--- src/rtl/fp_pkg.sv ---
// fp_pkg: shared constants and payload types for the normalize/round/pack stage
package fp_pkg;
  localparam int EXP_W   = 8;
  localparam int MAN_W   = 24;
  localparam int BIAS    = 127;
  localparam int EXP_MAX = (1 << EXP_W) - 1;
  localparam int LZ_W    = MAN_W + 2;
  localparam int LZ_CW   = $clog2(LZ_W + 1);
  typedef logic signed [EXP_W+1:0] exp_t;
  typedef struct packed {
    logic             sign;
    exp_t             e;
    logic [MAN_W-1:0] m;
    logic             g;
    logic             r;
    logic             s;
    logic             zero;
  } norm_t;
  typedef struct packed {
    logic ovf;
    logic unf;
    logic inx;
  } flags_t;
endpackage

--- src/rtl/fp_lzc.sv ---
// fp_lzc: combinational leading-zero count, all-zero input yields W
module fp_lzc #(
  parameter int W  = 26,
  parameter int CW = $clog2(W + 1)
) (
  input  logic [W-1:0]  d,
  output logic [CW-1:0] cnt
);
  // scan upward so the highest set bit makes the final assignment
  always_comb begin
    cnt = CW'(W);
    for (int i = 0; i < W; i++) if (d[i]) cnt = CW'(W - 1 - i);
  end
endmodule

--- src/rtl/fp_norm_round_pack.sv ---
// fp_norm_round_pack: two-stage normalize then round-to-nearest-even and pack to binary32
module fp_norm_round_pack
  import fp_pkg::*;
(
  input  logic             clk,
  input  logic             rst_n,
  input  logic             in_valid,
  output logic             in_ready,
  input  logic             in_sign,
  input  logic [EXP_W-1:0] in_exp,
  input  logic             in_co,
  input  logic [MAN_W-1:0] in_man,
  input  logic [2:0]       in_grs,
  output logic             out_valid,
  input  logic             out_ready,
  output logic [31:0]      out_res,
  output logic             out_ovf,
  output logic             out_unf,
  output logic             out_inx
);
  logic             s1_valid, s2_adv;
  norm_t            s1_d, s1_q;
  logic [LZ_W-1:0]  w, ws;
  logic [LZ_CW-1:0] lz;
  logic             up, lost;
  logic [MAN_W:0]   m2;
  logic [MAN_W-1:0] mf;
  exp_t             ef;
  logic [31:0]      res_d;
  flags_t           fl_d, fl_q;
  assign s2_adv   = !out_valid | out_ready;
  assign in_ready = !s1_valid | s2_adv;
  assign w        = {in_man, in_grs[2:1]};
  assign ws       = w << lz;
  fp_lzc #(.W(LZ_W)) u_lzc (.d(w), .cnt(lz));
  // normalize: carry-out shifts right by one, otherwise shift left by the leading-zero count
  always_comb begin
    s1_d.sign = in_sign;
    s1_d.zero = !in_co && w == '0;
    s1_d.e    = in_co ? exp_t'(in_exp) + exp_t'(1) : exp_t'(in_exp) - exp_t'(lz);
    s1_d.m    = in_co ? {1'b1, in_man[MAN_W-1:1]} : ws[LZ_W-1:2];
    s1_d.g    = in_co ? in_man[0] : ws[1];
    s1_d.r    = in_co ? in_grs[2] : ws[0];
    s1_d.s    = in_co ? |in_grs[1:0] : in_grs[0];
  end
  // round to nearest even, renormalize on mantissa carry, then classify zero/overflow/underflow
  always_comb begin
    up    = s1_q.g & (s1_q.r | s1_q.s | s1_q.m[0]);
    m2    = {1'b0, s1_q.m} + (MAN_W+1)'(up);
    mf    = m2[MAN_W] ? m2[MAN_W:1] : m2[MAN_W-1:0];
    ef    = s1_q.e + exp_t'(m2[MAN_W]);
    lost  = s1_q.g | s1_q.r | s1_q.s;
    res_d = {s1_q.sign, ef[EXP_W-1:0], mf[MAN_W-2:0]};
    fl_d  = '{ovf: 1'b0, unf: 1'b0, inx: lost};
    if (s1_q.zero) res_d = '0;
    else if (ef >= exp_t'(EXP_MAX)) begin
      res_d = {s1_q.sign, {EXP_W{1'b1}}, {(MAN_W-1){1'b0}}};
      fl_d  = '{ovf: 1'b1, unf: 1'b0, inx: 1'b1};
    end else if (ef <= exp_t'(0)) begin
      res_d = {s1_q.sign, 31'h0};
      fl_d  = '{ovf: 1'b0, unf: 1'b1, inx: (|mf) | lost};
    end
  end
  // S1 pipeline register
  always_ff @(posedge clk or negedge rst_n) begin
    if (!rst_n) begin
      s1_valid <= 1'b0;
      s1_q     <= '0;
    end else if (in_ready) begin
      s1_valid <= in_valid;
      if (in_valid) s1_q <= s1_d;
    end
  end
  // S2 output register, held while downstream stalls
  always_ff @(posedge clk or negedge rst_n) begin
    if (!rst_n) begin
      out_valid <= 1'b0;
      out_res   <= '0;
      fl_q      <= '0;
    end else if (s2_adv) begin
      out_valid <= s1_valid;
      if (s1_valid) begin
        out_res <= res_d;
        fl_q    <= fl_d;
      end
    end
  end
  assign out_ovf = fl_q.ovf;
  assign out_unf = fl_q.unf;
  assign out_inx = fl_q.inx;
endmodule

--- config.mk ---
export PLATFORM = sky130hd
export DESIGN_NAME = fp_norm_round_pack
export DESIGN_NICKNAME = d
export VERILOG_FILES = /design/src/rtl/fp_pkg.sv /design/src/rtl/fp_lzc.sv /design/src/rtl/fp_norm_round_pack.sv
export SDC_FILE = /design/constraint.sdc
export NUM_CORES = 1
export LEC_CHECK = 0
export CAP_MARGIN = 10
export CORE_ASPECT_RATIO = 0.75
export CORE_MARGIN = 3
export CORE_UTILIZATION = 30
export DETAILED_ROUTE_END_ITERATION = 8
export SLEW_MARGIN = 20
export SYNTH_ARGS = -nofsm -noshare
export SYNTH_HDL_FRONTEND = slang
export SYNTH_SLANG_ARGS = --single-unit
--- constraint.sdc ---
create_clock -name clk -period 8.3 [get_ports clk]
set_clock_uncertainty 0.2 [all_clocks]
set_input_delay 1.66 -clock clk [delete_from_list [all_inputs] [get_ports clk]]
set_output_delay 1.66 -clock clk [all_outputs]
set_load 0.01 [all_outputs]
==> summary.txt <==
STA
  • RSZ-0062 raised after global routing: no
  • Setup Viol. Count Final: 0
  • Relative slew slack: 26.97%
  • Slew @ Worst Pin: 1.068 ns
  • Final slew viol count: 0
  • Final Hold Vio Count: 0
  • WHS: 0.2778 ns
  • Period utilization: 74.23%
  • Crit path time final: 6.161 ns
  • TNS Setup: 0 ns
  • Fmax: about 0.16 GHz

Hold path
  • Hold-critical path depth: 2
  • HP Class: flop to flop

Setup path
  • Critical path, cell by cell: clkdlybuf4s50_1, or4_1, o2111ai_1, o211a_1, inv_1, ha_1, nand2_1, nand2_1, a21oi_1, nor2b_1, or4_1, o21ai_0, xnor2_1, o21ai_0
  • Worst-path fanout max: 23
  • Largest stage delay on the critical path: approximately 0.7 ns
  • Worst Reg-to-Reg Cells: 16
  • Crit path max-delay family: compound AO/OA/AOI/OAI gates
  • R2r setup slk: 2.49 ns
  • WP data required: between 8 and 9 ns
  • CP Launch Type: input pin
  • WP buf/inv: 2
  • Critical-path top delay cell: o211a_1
  • Worst endpoint data arrival time: 6.15 ns
  • CP endpoint kind: flop
  • WP depth: 14
  • Crit Path Category: input pin to flop

Clock network
  • Sink Count: 76
  • Clk buf depth: 2
  • Root Driver: clkbuf_16
  • CTS tree: done
  • CTS HTree Levels: 3
  • Post-cts resize count: 0
  • Clock-pin slew on the worst setup and hold paths: 0.06 ns
  • Num CTS Buffers: 9
  • Hold Buf Count CTS: 0
  • Clock insertion delay at the later pin of the skew report: 0.33 ns
  • Post-CTS setup buffers: 0

Layout
  • Antenna cells: 0
  • Fillcell total: 2010
  • Layout cells sized above 1: around 4.3%
  • Commonest non-fill, non-tap cell in the layout: nand2_1
  • Seq. cell area: 0.001902 mm2
  • Syn-to-layout area delta: 19.04%
  • Most frequent cells in the layout: nand2_1 (80), clkdlybuf4s50_1 (76), dfrtp_1 (76)
  • Nets: 857
  • Final Cell Area: approximately 0.0073 mm2
  • Area of the multi-input gates: 0.003926 mm2

Die
  • Die Height: 130.1 um
  • Core area: 0.01976 mm2
  • # IOs: 78
  • Chip width: 171.4 um
  • Die area: around 0.022 mm2
  • Initial core utilization: 31.15%
  • # rows: 44

Global route
  • Vias in the first global route: 5887
  • Initial antenna violation count: 0
  • GRT Total Usage: 18.68%
  • Largest net degree at the start of global routing: 77
  • First-pass GRT wire length: ~33000 um
  • Global route overflow: 0

Logic synthesis
  • FF+latch count, synth: 76
  • Syn avg cell area: between 8 and 9 um2
  • Syn_nets: 820
  • Synth unique cells: 75
  • YS warnings: 0
  • Post-synth top area cell: dfrtp_1
  • Main combinational cell family by area after synthesis: compound AO/OA/AOI/OAI gates
  • Async S/R FF share, synth: 100.0%
  • Area contributors post-synth: dfrtp_1 (31%), nand2_1 (4.9%), o21ai_0 (4.1%)
  • Post-Syn Area: 0.006157 mm2
  • Mux cell area share after synthesis: approximately 4.4%
  • Cell count after synthesis: between 700 and 800
  • Seq/Total Area, Yosys: 30.89%
  • Post-synthesis adder-cell area fraction: under 10%
  • Yosys top cell area share: 30.89%
  • Post-Synth Simple-Gate Area: 24.39%
  • Ys flop type: dfrtp_1
  • EDFF count, synth: 0
  • Compound-Gate Fraction of Synth Area: 28.27%
  • Xor and xnor fraction of the mapped netlist area: 4.552%

Power
  • Power Dens Cells: 185.7 mW/mm2
  • Pleak: between 2 and 3 nW
  • VDD IR max: 0.08714 mV
  • Overall power: ~1.4 mW

Detailed routing
  • DR iter-0 viols: 935
  • Average via count per standard cell: roughly 6.1
  • DR vias: 6527
  • Antenna violation net count after detailed routing: 0
  • Wire length per cell: 19.97 um
  • Routed wire length: 21230 um
  • # DRC: 0
  • First-pass iteration count of the detailed router: 7

Placed design
  • DP Area: just over 0.007 mm2
  • Final Wtd Congestion: 0.9732
  • Placed wire-length estimate: 15710 um
  • # port buffers: 77

Flow run
  • Max Cap Violations: 0

Status
  • Run status: complete, no violations
## registers in the layout (all words and copies together) (netlist names)
| signal | flops |
|---|---|
| out_unf | 1 |
| out_ovf | 1 |
| out_valid | 1 |
| s1_valid | 1 |
| s1_q | 39 |
| out_inx | 1 |
| out_res | 32 |
## worst register-to-register path, delay by kind of cell, from the launching register on
kind,cells,cell delay [ns]
XOR/XNOR,1,0.22
AO/OA/AOI/OAI,1,0.26
buffers and inverters,1,0.39
adder cells (fa/ha/maj),3,0.83
AND/OR/NAND/NOR,10,3.43
flip-flops,1,0.41
## per-layer routing
layer  global-route usage, %  vias to the layer above  part of all wire (%)
li1                        -                     2980                     -
met1                   28.05                     3128                    47
met2                   26.62                      362                    41
met3                   5.421                       55                   9.5
met4                   3.027                        2                   2.1
met5                   2.391                        -                  0.30
## where the power goes
part / total, mW / switching (mW) / internal [mW]
clock: 0.383 / 0.143 / 0.239
sequential: 0.516 / 0.0733 / 0.442
combinational: 0.463 / 0.251 / 0.212
total: 1.36 / 0.467 / 0.894
## cells in the mapped netlist (all sizes together), types with 7 or more instances
library cell   n
nand2         80
dfrtp         76
nor2          65
o21ai         52
a21oi         43
clkbuf        38
nand3         33
nor3          24
inv           23
buf           19
a211oi        18
xor2          17
nand4         16
o211ai        16
a22o          15
a31oi         15
mux2i         15
xnor2         15
a221oi        13
and2          12
and3          11
nor4          11
nand2b        10
ha             9
or4            9
a21o           7
or3            7
## path summary, 6_finish.rpt
| check | to | startpoint |
|---|---|---|
| setup / recovery | s1_q[34]$_DFFE_PN0P_ | in_man[5] |
| hold / removal | out_res[30]$_DFFE_PN0P_ | out_res[30]$_DFFE_PN0P_ |
| setup reg to reg | out_res[11]$_DFFE_PN0P_ | s1_q[4]$_DFFE_PN0P_ |
| hold reg to reg | out_res[30]$_DFFE_PN0P_ | out_res[30]$_DFFE_PN0P_ |
| max in group asynchronous | out_res[11]$_DFFE_PN0P_ | rst_n |
| min in group asynchronous | s1_q[34]$_DFFE_PN0P_ | rst_n |
## cell families after synthesis
family | after synthesis
XOR/XNOR | 32
buffers and inverters | 80
AO/OA/AOI/OAI | 248
flip-flops | 76
multiplexers | 21
adder cells (fa/ha/maj) | 10
AND/OR/NAND/NOR | 302
## layout make-up
| type | count | area share [%] |
|---|---|---|
| clock inverter | 2 | 0.4780 |
| sequential | 76 | 25.95 |
| clock buffer | 13 | 3.414 |
| timing repair buffer | 83 | 11.10 |
| multi-input combinational | 613 | 53.57 |
| inverter | 23 | 1.178 |
| tap | 253 | 4.319 |
## stage by stage
step,std cells,util (%),setup WS (ns)
finish,1063,37.09,2.139
CTS,1063,37.09,2.303
detailed placement,1048,35.64,1.962
global route,1063,37.09,1.888
global placement,1048,35.64,2.037
floorplan,769,-,3.270
No activity file was read; power rests on OpenSTA's default activity.
